## src/rtl/reg_file_if.sv

```systemverilog
// Register file access bundle: write port, two read ports and the write counter.
// The master drives addresses, write data and write enable. The slave (the
// register file) returns read data, per-port valid flags and the write count.
interface reg_file_if #(
    parameter int DATA_WIDTH = 8,
    parameter int ADDR_WIDTH = 3
);
    logic signed [DATA_WIDTH-1:0] IN;
    logic        [ADDR_WIDTH-1:0] INADDRESS;
    logic                         WRITE;
    logic        [ADDR_WIDTH-1:0] OUT1ADDRESS;
    logic        [ADDR_WIDTH-1:0] OUT2ADDRESS;
    logic signed [DATA_WIDTH-1:0] OUT1;
    logic signed [DATA_WIDTH-1:0] OUT2;
    logic                         OUT1_VALID;
    logic                         OUT2_VALID;
    logic        [7:0]            WRITE_COUNT;

    modport master (
        output IN, INADDRESS, WRITE, OUT1ADDRESS, OUT2ADDRESS,
        input  OUT1, OUT2, OUT1_VALID, OUT2_VALID, WRITE_COUNT
    );

    modport slave (
        input  IN, INADDRESS, WRITE, OUT1ADDRESS, OUT2ADDRESS,
        output OUT1, OUT2, OUT1_VALID, OUT2_VALID, WRITE_COUNT
    );
endinterface

```

## src/rtl/reg_file.sv

```systemverilog
// 2**ADDR_WIDTH x DATA_WIDTH register file feeding the ALU operand inputs.
// It has two combinational read ports, one synchronous write port and a
// synchronous active-high clear. Each register has a valid bit that marks
// whether it has been written since reset. A saturating 8-bit counter records
// the number of accepted writes.
// Optional macro REGFILE_BYPASS_EN: a write in progress is forwarded to any read
// port that addresses the same register before the clock edge. Without the
// macro, a read port shows the stored value until the edge.
module reg_file #(
    parameter int DATA_WIDTH = 8,
    parameter int ADDR_WIDTH = 3
) (
    input  logic          CLK,
    input  logic          RESET,
    reg_file_if.slave     bus
);
    localparam int NREGS = 2 ** ADDR_WIDTH;

    logic signed [DATA_WIDTH-1:0] regs_q [NREGS];
    logic        [NREGS-1:0]      valid_q;
    logic        [7:0]            wcount_q;
    logic        [7:0]            wcount_d;

    logic signed [DATA_WIDTH-1:0] rd1_data;
    logic signed [DATA_WIDTH-1:0] rd2_data;
    logic                         rd1_vld;
    logic                         rd2_vld;

    // Write counter next state: count accepted writes and hold at 255.
    always_comb begin
        wcount_d = wcount_q;
        if (bus.WRITE && (wcount_q != 8'hFF)) begin
            wcount_d = wcount_q + 8'd1;
        end
    end

    // Storage update: clear takes priority and drops a coincident write.
    always_ff @(posedge CLK) begin
        if (RESET) begin
            for (int i = 0; i < NREGS; i++) begin
                regs_q[i] <= '0;
            end
            valid_q  <= '0;
            wcount_q <= '0;
        end else begin
            if (bus.WRITE) begin
                regs_q[bus.INADDRESS]  <= bus.IN;
                valid_q[bus.INADDRESS] <= 1'b1;
            end
            wcount_q <= wcount_d;
        end
    end

    // Read ports: zero-latency lookup, with optional write-through forwarding.
    always_comb begin
        rd1_data = regs_q[bus.OUT1ADDRESS];
        rd1_vld  = valid_q[bus.OUT1ADDRESS];
        rd2_data = regs_q[bus.OUT2ADDRESS];
        rd2_vld  = valid_q[bus.OUT2ADDRESS];
`ifdef REGFILE_BYPASS_EN
        if (bus.WRITE && !RESET && (bus.INADDRESS == bus.OUT1ADDRESS)) begin
            rd1_data = bus.IN;
            rd1_vld  = 1'b1;
        end
        if (bus.WRITE && !RESET && (bus.INADDRESS == bus.OUT2ADDRESS)) begin
            rd2_data = bus.IN;
            rd2_vld  = 1'b1;
        end
`endif
    end

    assign bus.OUT1        = rd1_data;
    assign bus.OUT2        = rd2_data;
    assign bus.OUT1_VALID  = rd1_vld;
    assign bus.OUT2_VALID  = rd2_vld;
    assign bus.WRITE_COUNT = wcount_q;

endmodule

```

## src/flat_wrapper.sv

```systemverilog
// flat-port wrapper written by rule: the top's interface ports become plain ports
module reg_file_flat 
#(
    parameter int DATA_WIDTH = 8,
    parameter int ADDR_WIDTH = 3
)
  (CLK, RESET, bus_IN, bus_INADDRESS, bus_WRITE, bus_OUT1ADDRESS, bus_OUT2ADDRESS, bus_OUT1, bus_OUT2, bus_OUT1_VALID, bus_OUT2_VALID, bus_WRITE_COUNT);
  reg_file_if #(.DATA_WIDTH(DATA_WIDTH), .ADDR_WIDTH(ADDR_WIDTH)) bus_i ();
  input  logic CLK;
  input  logic RESET;
  input wire logic [$bits(bus_i.IN)-1:0] bus_IN;
  input wire logic [$bits(bus_i.INADDRESS)-1:0] bus_INADDRESS;
  input wire logic [$bits(bus_i.WRITE)-1:0] bus_WRITE;
  input wire logic [$bits(bus_i.OUT1ADDRESS)-1:0] bus_OUT1ADDRESS;
  input wire logic [$bits(bus_i.OUT2ADDRESS)-1:0] bus_OUT2ADDRESS;
  output wire logic [$bits(bus_i.OUT1)-1:0] bus_OUT1;
  output wire logic [$bits(bus_i.OUT2)-1:0] bus_OUT2;
  output wire logic [$bits(bus_i.OUT1_VALID)-1:0] bus_OUT1_VALID;
  output wire logic [$bits(bus_i.OUT2_VALID)-1:0] bus_OUT2_VALID;
  output wire logic [$bits(bus_i.WRITE_COUNT)-1:0] bus_WRITE_COUNT;
  assign bus_i.IN = bus_IN;
  assign bus_i.INADDRESS = bus_INADDRESS;
  assign bus_i.WRITE = bus_WRITE;
  assign bus_i.OUT1ADDRESS = bus_OUT1ADDRESS;
  assign bus_i.OUT2ADDRESS = bus_OUT2ADDRESS;
  assign bus_OUT1 = bus_i.OUT1;
  assign bus_OUT2 = bus_i.OUT2;
  assign bus_OUT1_VALID = bus_i.OUT1_VALID;
  assign bus_OUT2_VALID = bus_i.OUT2_VALID;
  assign bus_WRITE_COUNT = bus_i.WRITE_COUNT;
  reg_file #(.DATA_WIDTH(DATA_WIDTH), .ADDR_WIDTH(ADDR_WIDTH)) u_core (.CLK(CLK), .RESET(RESET), .bus(bus_i));
endmodule
```

## config.mk

```make
export PLATFORM = sky130hd
export DESIGN_NAME = reg_file_flat
export DESIGN_NICKNAME = d
export VERILOG_FILES = /design/src/rtl/reg_file_if.sv /design/src/rtl/reg_file.sv /design/src/flat_wrapper.sv
export SDC_FILE = /design/constraint.sdc
export NUM_CORES = 1
export LEC_CHECK = 0
export BUFFER_PORTS_ARGS = -buffer_cell sky130_fd_sc_hd__buf_2
export CAP_MARGIN = 20
export CORE_ASPECT_RATIO = 0.9
export CORE_MARGIN = 2
export CORE_UTILIZATION = 32
export CTS_CLUSTER_DIAMETER = 60
export DETAILED_ROUTE_END_ITERATION = 10
export GPL_ROUTABILITY_DRIVEN = 0
export HOLD_SLACK_MARGIN = 0.1
export PLACE_DENSITY = 0.55
export SYNTH_ARGS = -nofsm -noshare
export SYNTH_HDL_FRONTEND = slang
export SYNTH_SLANG_ARGS = --single-unit
```

## constraint.sdc

```tcl
create_clock -name CLK -period 3.5 [get_ports CLK]
set_input_delay 1.05 -clock CLK [delete_from_list [all_inputs] [get_ports CLK]]
set_output_delay 1.05 -clock CLK [all_outputs]
set_load 0.005 [all_outputs]
```

* Yosys cells after proc, flatten, opt, wreduce, memory -nomap -nowiden
Memories as Yosys holds them, arrays and structs flattened. Cells that the tools add are included.
Word-level totals: latch bits 0, bits in writable memories 64, memory bits (read-only) 0, output and inout bits 26, word-level logic and storage cells 27, bits in registers 16, bits of input ports 20, memories 1
Memories:
- u_core.regs_q | words 8, bits a word 8, rd ports 2, clocked after memory_dff 0, write ports 8, RTL line reg_file.sv:19 | logic signed [DATA_WIDTH-1:0] regs_q [NREGS];
Operators by class: div/mod/pow operators 0, $lt $le $gt $ge 4, $mul 0, equality and inequality tests 1, shifts and indexed selects 0, mux-type cells 14, reduce and logical (&&, ||, !) cells 3, add/subtract/negate cells 1, bitwise operators 1
Operators with widths (count):
- < comparator 3 x 4 -> 1 bit (second input constant) | 3
- 2-to-1 mux 1 bit | 9
- adder 8 x 1 -> 8 bit (second input constant) | 1
- 2-to-1 mux 8 bit | 1
- != test 8 bit (second input constant) | 1
- bitwise OR 8 bit | 1
- OR reduction 8 bit | 1
- binary-select mux 1 bit (select 3 bit) | 2
- demux 1 bit (select 3 bit) | 1
- >= comparator 3 x 1 -> 1 bit (second input constant) | 1
- 2-to-1 mux 3 bit | 1
- logical AND 1 bit | 2

* Depth between registers and ports, before layout
Gate-level depths: netlist (run 1).
depth in word-level cells 5, mapped depth 4, depth with buffers taken out 4

* Least setup slack after synthesis (run 1)
OpenSTA, ideal clock, no wires.
path kind input -> output, start input bus_OUT1ADDRESS[0], end output bus_OUT1_VALID, path buffers 2, slack 0.345 ns, cell stages on the path 4, data required time 2.450 ns, arrival 2.105 ns, path through buf_6 buf_12 mux4_1 mux2_2
On the way: word-level cells in the longest chain between the ends 2
RTL lines:
- from (decl) | RTL line flat_wrapper.sv:14 | input wire logic [$bits(bus_i.OUT1ADDRESS)-1:0] bus_OUT1ADDRESS;
- binary-select mux 1 bit (select 3 bit) | RTL line reg_file.sv:57 | rd1_vld = valid_q[bus.OUT1ADDRESS];
- 2-to-1 mux 1 bit (not written as such) | RTL line reg_file.sv:57
- to (decl) | RTL line flat_wrapper.sv:18 | output wire logic [$bits(bus_i.OUT1_VALID)-1:0] bus_OUT1_VALID;
No other way between the ends. The select of a mux whose other input is x is not followed.

* Worst setup path in the final report (run 1)
start input bus_OUT2ADDRESS[0], end output bus_OUT2[2]
On the way: word-level cells in the longest chain between the ends 1
RTL lines:
- from (decl) | RTL line flat_wrapper.sv:15 | input wire logic [$bits(bus_i.OUT2ADDRESS)-1:0] bus_OUT2ADDRESS;
- memory (8 x 8 bit)
- to (decl) | RTL line flat_wrapper.sv:17 | output wire logic [$bits(bus_i.OUT2)-1:0] bus_OUT2;
No other way between the ends.

==> results of run 1 <==
[power by group]
part           leakage, nW  switching [mW]  internal, mW
clock network        0.153           0.362         0.584
logic                 1.13           0.127         0.142
registers            0.743          0.0268          1.08
total                 2.03           0.516          1.81
[critical path, stage by stage]
cell	delay [ps]
buf_2	170
buf_12	170
mux4_1	610
mux2_2	290
buf_2	130
[per-layer routing]
metal	wire, um	vias to the layer above	global-route usage
met5	0	-	0
met4	74	0	0.0388
met3	476	9	0.0369
met2	5140	77	0.253
met1	4630	1320	0.200
li1	-	1226	-
[logic make-up (layout without fill, tap and decap cells)]
group	after synthesis	in the layout
and+or+nand+nor	96	96
DFF	80	80
muxes	57	57
AOI/OAI and AO/OA	27	27
buffers and inverters	15	75
adders and majority gates	1	1
[path summary, 6_finish.rpt]
check	start	end	slack [ps]
worst max register to register	u_core.bus.WRITE_COUNT[0]$_SDFFE_PP0P_	u_core.bus.WRITE_COUNT[0]$_SDFFE_PP0P_	1860
worst min register to register	u_core.valid_q[2]$_SDFFE_PP0P_	u_core.valid_q[2]$_SDFFE_PP0P_	480
worst min-delay path	u_core.valid_q[2]$_SDFFE_PP0P_	u_core.valid_q[2]$_SDFFE_PP0P_	480
worst max-delay path	bus_OUT2ADDRESS[0]	bus_OUT2[2]	30
[sequential cells by signal (all words and copies together) (netlist names)]
| name | cells |
|---|---|
| u_core.bus.WRITE_COUNT | 8 |
| u_core.regs_q | 64 |
| u_core.valid_q | 8 |
[final cells by class]
| class | count | area share |
|---|---|---|
| tap | 168 | 0.0408 |
| timing repair buffer | 57 | 0.0733 |
| clock inverter | 2 | 0.00194 |
| sequential | 80 | 0.435 |
| multi-input combinational | 181 | 0.390 |
| clock buffer | 14 | 0.0576 |
| inverter | 2 | 0.00146 |
[stage by stage]
| stage | total power [mW] | setup slack, ps | std cells | area [um^2] |
|---|---|---|---|---|
| final | 2.32 | 29.0 | 504 | 5150 |
| after global routing | 2.41 | 14.1 | 504 | 5150 |
| after CTS | 2.34 | 19.2 | 504 | 5150 |
| after detailed placement | 1.40 | 25.6 | 488 | 4850 |
| after global placement | 1.39 | 28.1 | 488 | 4850 |
| after floorplan | 1.28 | 345 | 276 | 4360 |
[cells in the final DEF (no fill, tap or decap), types with 2 or more instances in the layout]
master	count
and2_1	64
edfxtp_1	64
buf_2	45
mux4_1	36
mux2_2	20
dfxtp_1	16
clkbuf_16	11
a21o_1	8
buf_4	7
o21ai_0	6
buf_12	5
nand2_1	4
nor2_1	4
a21oi_1	4
and4_1	3
nand2b_1	2
nor4_4	2
or2_2	2
nor2_4	2
nand3_1	2
nand4_1	2
a211oi_1	2
nor2b_1	2
a21boi_0	2
nor2_2	2
clkinv_2	2
clkbuf_1	2
==> flow_summary_export.csv, run 1 <==
group,metric,value,unit
floorplan,core.rowCount,40,
sta,tns,0,ps
grt,grt_pass1_vias,2757,
status,status,"finished clean",
synth,synth_top_family_by_area,"multiplexers",
cells_and_area,multi_input_area,0.00201,mm^2
synth,synthAdderAreaFrac,0.00287,
power,p_leak,2.03,nW
cells_and_area,utilization,0.387,
cells_and_area,regArea,0.00224,mm^2
synth,async_flop_share,0,
synth,synthSimpleGateAreaFrac,0.145,
placed_design,dp_hpwl,7060,um
setup_path,endpoint_kind,"output pin",
route,vias,2632,
clocking,cts_hold_buf,0,
synth,ys_top_cells_by_area,"edfxtp_1 (44%), mux4_1 (22%), and2_1 (9.2%)",
floorplan,fp.dieArea,0.0146,mm^2
setup_path,arrival,2420,ps
clocking,postCtsSetupBuffers,0,
grt,antenna_found_initial,0,
cells_and_area,layout-drive-gt1-share,0.298,
clocking,cts_tree,"built",
setup_path,start_kind,"input port",
route,firstDrtPassIters,4,
route,post-route-drc-count,0,
cells_and_area,antenna_cells,0,
setup_path,reg2regPathDepth,4,
min_path,hold_depth,1,
grt,grt_max_degree,19,
synth,synth_xor_area_frac,0,
floorplan,pin_count,46,
clocking,cts_resized,0,
route,dr.first_iter.drc_count,183,
synth,yosysTopAreaCell,"edfxtp_1",
synth,ys_types,40,
sta,worst_slew_pin_slew,814,ps
sta,clock.fmax,0.288,GHz
grt,grt_pass1_wl,16000,um
route,routed_via_density,5.22,
floorplan,design.core.area,0.0133,mm^2
clocking,path_clk_slew,60,ps
floorplan,start_util,0.327,
clocking,cts_made_buffers,9,
synth,ys_seq_area_frac,0.515,
route,routed_wirelength,10300,um
clocking,cts-root-buf,"clkbuf_16",
synth,syn_area,0.00436,mm^2
cells_and_area,syn2layout_area_growth,18.3,%
synth,synth_nets,297,
sta,rsz0062_at_grt,"no",
synth,yosysWarnings,0,
grt,overflow,0,
synth,synth_flop_cell,"edfxtp_1",
clocking,cts_htree_levels,3,
clocking,cts_buffer_depth,2,
placed_design,io_buffers,45,
synth,synth_compound_area_frac,0.0422,
synth,synth.area.mux_share,0.271,
setup_path,crit_fanout,9,
synth,synth_cells,276,
sta,period_needed,3470,ps
sta,max_slew_margin,0.455,
sta,finalMaxSlewViolations,0,
setup_path,worstSetupPathType,"in -> out",
route,ant_nets,0,
floorplan,die_y,115,um
clocking,cts_sinks,80,
synth,synth_edf_count,64,
synth,yosysTopAreaCellShare,0.441,
synth,ys_ff_latch,80,
setup_path,worstPathRequired,2450,ps
cells_and_area,fill_cells,1249,
job,maxCapViolCount,0,
floorplan,die_w,127,um
sta,finClkSkew,0.517,ps
sta,post-route-period-util,0.992,
synth,synth.avg_cell_area,15.8,um^2
route,post_drt_wl_per_cell,20.5,um
sta,report.final.setup_viol,0,
synth,yosys-top-cells-count,"and2_1 (64), edfxtp_1 (64), mux4_1 (36)",
cells_and_area,fin_nets,352,
power,vdd_drop_max,0.194,mV
power,power.density,451,mW/mm^2
sta,holdWs,477,ps
sta,hold_viol_final,0,
clocking,clk_latency,340,ps
grt,gr-usage-all-layers,0.152,
min_path,hp-class,"reg -> reg",
(Power assumes the default switching activity.)
==> run 2: changes to the inputs <==
Settings changed: ABC_AREA set to 1, CORE_ASPECT_RATIO 0.9 to 1.5.
==> run 2 against run 1 <==
  * Sequential share of layout area rose by 1.2 points
  * Clock power fell by 9.6%
  * Final cell count rose by 49%
  * Register-to-register slack improved by 220 ps
  * Non-clock buffer count fell by 6
  * Highest routed layer unchanged
==> flow_summary_export.csv, run 2 <==
group,metric,value,unit
clocking,cts_made_buffers,9,
route,ant_nets,0,
clocking,cts_tree,"built",
route,top_layer_used,"met4",
setup_path,worstSetupPathType,"in -> out",
floorplan,pin_count,46,
sta,finClkSkew,2.71,ps
status,status,"finished clean",
floorplan,die_w,99.2,um
sta,period_needed,3090,ps
clocking,cts_htree_levels,3,
route,routed_via_density,4.91,
cells_and_area,layout-drive-gt1-share,0.138,
cells_and_area,largest_register_ffs,64,
power,p_int,1.66,mW
placed_design,place_area,0.00473,mm^2
cells_and_area,fill_cells,1381,
synth,yosysTopAreaCell,"edfxtp_1",
synth,synth_cells,549,
placed_design,dp_cells,733,
synth,yosysTopAreaCellShare,0.442,
synth,synth.avg_cell_area,7.93,um^2
synth,ys_ff_latch,80,
synth,synth_nets,570,
clocking,cts_resized,0,
clocking,path_clk_slew,60,ps
route,vias,3679,
sta,worst_slew_pin_slew,440,ps
synth,ys_seq_area_frac,0.515,
setup_path,start_kind,"input port",
grt,grt_pass1_vias,3404,
cells_and_area,final_common_cell,"nand2_1",
sta,report.final.setup_viol,0,
setup_path,worst_path_most_repeated_cell,"nand2_1",
sta,tns,0,ps
setup_path,endpoint_kind,"output pin",
power,p_switching,592,uW
power,clkPwrFrac,0.380,
floorplan,fp.dieArea,0.0146,mm^2
placed_design,io_buffers,45,
sta,clock.fmax,0.324,GHz
route,firstDrtPassIters,5,
power,power.density,450,mW/mm^2
job,maxCapViolCount,0,
cells_and_area,regMostFlops,"u_core.regs_q",
route,post-route-drc-count,0,
setup_path,reg2regPathDepth,7,
setup_path,crit_fanout,21,
min_path,hp-class,"reg -> reg",
route,dr_wl_met3,564,um
synth,yosys-top-cells-count,"nand2_1 (161), nor2_1 (77), edfxtp_1 (64)",
cells_and_area,fin_area,0.00501,mm^2
grt,overflow,0,
floorplan,die_y,147,um
sta,post-route-period-util,0.882,
clocking,cts_buffer_depth,2,
min_path,hold_depth,2,
synth,yosys.cell_count.top_type,"nand2_1",
synth,synth_edf_count,64,
min_path,hold_end,"u_core.valid_q[4]$_SDFFE_PP0P_",
setup_path,reg2reg_from,"u_core.bus.WRITE_COUNT[0]$_SDFFE_PP0P_",
setup_path,r2r-end,"u_core.bus.WRITE_COUNT[2]$_SDFFE_PP0P_",
grt,antenna_found_initial,0,
floorplan,core.rowCount,52,
synth,synth_flop_cell,"edfxtp_1",
power,seq_power_share,0.491,
min_path,min_from,"u_core.valid_q[4]$_SDFFE_PP0P_",
route,dr.first_iter.drc_count,191,
clocking,cts_hold_buf,0,
sta,holdWs,473,ps
setup_path,regToRegSetupSlack,2080,ps
sta,finalMaxSlewViolations,0,
power,sw_frac_of_total,0.262,
sta,rsz0062_at_grt,"no",
setup_path,slowest_delay,290,ps
setup_path,cp_slowest_cell,"buf_2",
route,met1_length,4770,um
synth,async_flop_share,0,
power,pwr-share-comb,0.129,
cells_and_area,syn2layout_area_growth,15.2,%
cells_and_area,final_cell_mix,"nand2_1 (161), nor2_1 (77), edfxtp_1 (64), inv_1 (55), buf_2 (45)",
sta,max_slew_margin,0.706,
placed_design,dp_hpwl,8630,um
synth,yosysWarnings,0,
synth,ys_types,21,
route,post_drt_wl_per_cell,15.0,um
route,wl_met2,5470,um
power,vdd_drop_max,0.248,mV
clocking,cts-root-buf,"clkbuf_16",
cells_and_area,antenna_cells,0,
setup_path,arrival,2040,ps
grt,grt_pass1_wl,17700,um
synth,syn_area,0.00435,mm^2
cells_and_area,fin_nets,603,
setup_path,worstPathCellList,"buf_2, buf_12, a21oi_1, o21ai_0, nand2_1, nand2_1, nand2_1, buf_2",
clocking,cts_sinks,80,
sta,hold_viol_final,0,
grt,gr-usage-all-layers,0.156,
setup_path,worstPathRequired,2450,ps
route,routed_wirelength,11300,um
cells_and_area,fin_cells,749,
synth,ys_top_cells_by_area,"edfxtp_1 (44%), nand2_1 (14%), dfxtp_1 (7.4%)",
floorplan,start_util,0.325,
clocking,clk_latency,330,ps
clocking,postCtsSetupBuffers,0,
floorplan,design.core.area,0.0134,mm^2
setup_path,startpoint,"bus_OUT2ADDRESS[1]",
grt,grt_max_degree,73,
power,p_leak,2.26,nW
run 2: worst max-delay path, delay by kind of cell:
kind,cells,cell delay (ps)
buf+inv,3,610
compound gates,2,120
simple gates,3,250
run 2: stage by stage:
step / total power, mW / setup slack [ps] / utilization
after CTS: 2.27 / 427 / 0.374
after detailed placement: 1.42 / 431 / 0.353
final: 2.25 / 414 / 0.374
after floorplan: 1.30 / 719 / -
after global placement: 1.41 / 449 / 0.353
after global routing: 2.35 / 342 / 0.374
run 2: final cells by class:
cell class,count,area (um^2),share of cell area
clock buffer,9,225,0.0449
sequential,80,2240,0.447
inverter,58,220,0.0439
timing repair buffer,51,320,0.0639
clock inverter,7,53.8,0.0107
tap,162,203,0.0404
multi-input combinational,382,1750,0.349
run 2: cells by family after synthesis:
| family | after synthesis | share of synthesized area |
|---|---|---|
| XOR/XNOR | 1 | 0.00201 |
| buffers and inverters | 87 | 0.0834 |
| adder cells (fa/ha/maj) | 1 | 0.00287 |
| AND/OR/NAND/NOR | 261 | 0.239 |
| AO/OA/AOI/OAI | 119 | 0.158 |
| flip-flops | 80 | 0.515 |
run 2: metal layers:
metal  GRT usage  vias up
li1            -     1875
met1       0.195     1671
met2       0.258      106
met3      0.0238       27
met4      0.0829        0
met5           0        -
run 2: worst max-delay path by stage:
stage	end	slack, ps	depth (start not counted)
2_1_floorplan	bus_OUT1[1]	720	7
3_3_place_gp	bus_OUT2[3]	450	8
3_5_place_dp	bus_OUT2[3]	430	8
4_1_cts	bus_OUT2[3]	430	8
5_1_grt	bus_OUT2[3]	340	8
6_report	bus_OUT2[3]	410	8
run 2: power groups by stage:
| stage | sequential, mW | combinational, mW | clock [mW] |
|---|---|---|---|
| finish | 1.11 | 0.292 | 0.856 |
| global route | 1.11 | 0.326 | 0.913 |
| CTS | 1.11 | 0.294 | 0.871 |
| detailed placement | 1.13 | 0.293 | 0 |
| global placement | 1.13 | 0.289 | 0 |
| floorplan | 1.11 | 0.187 | 0 |
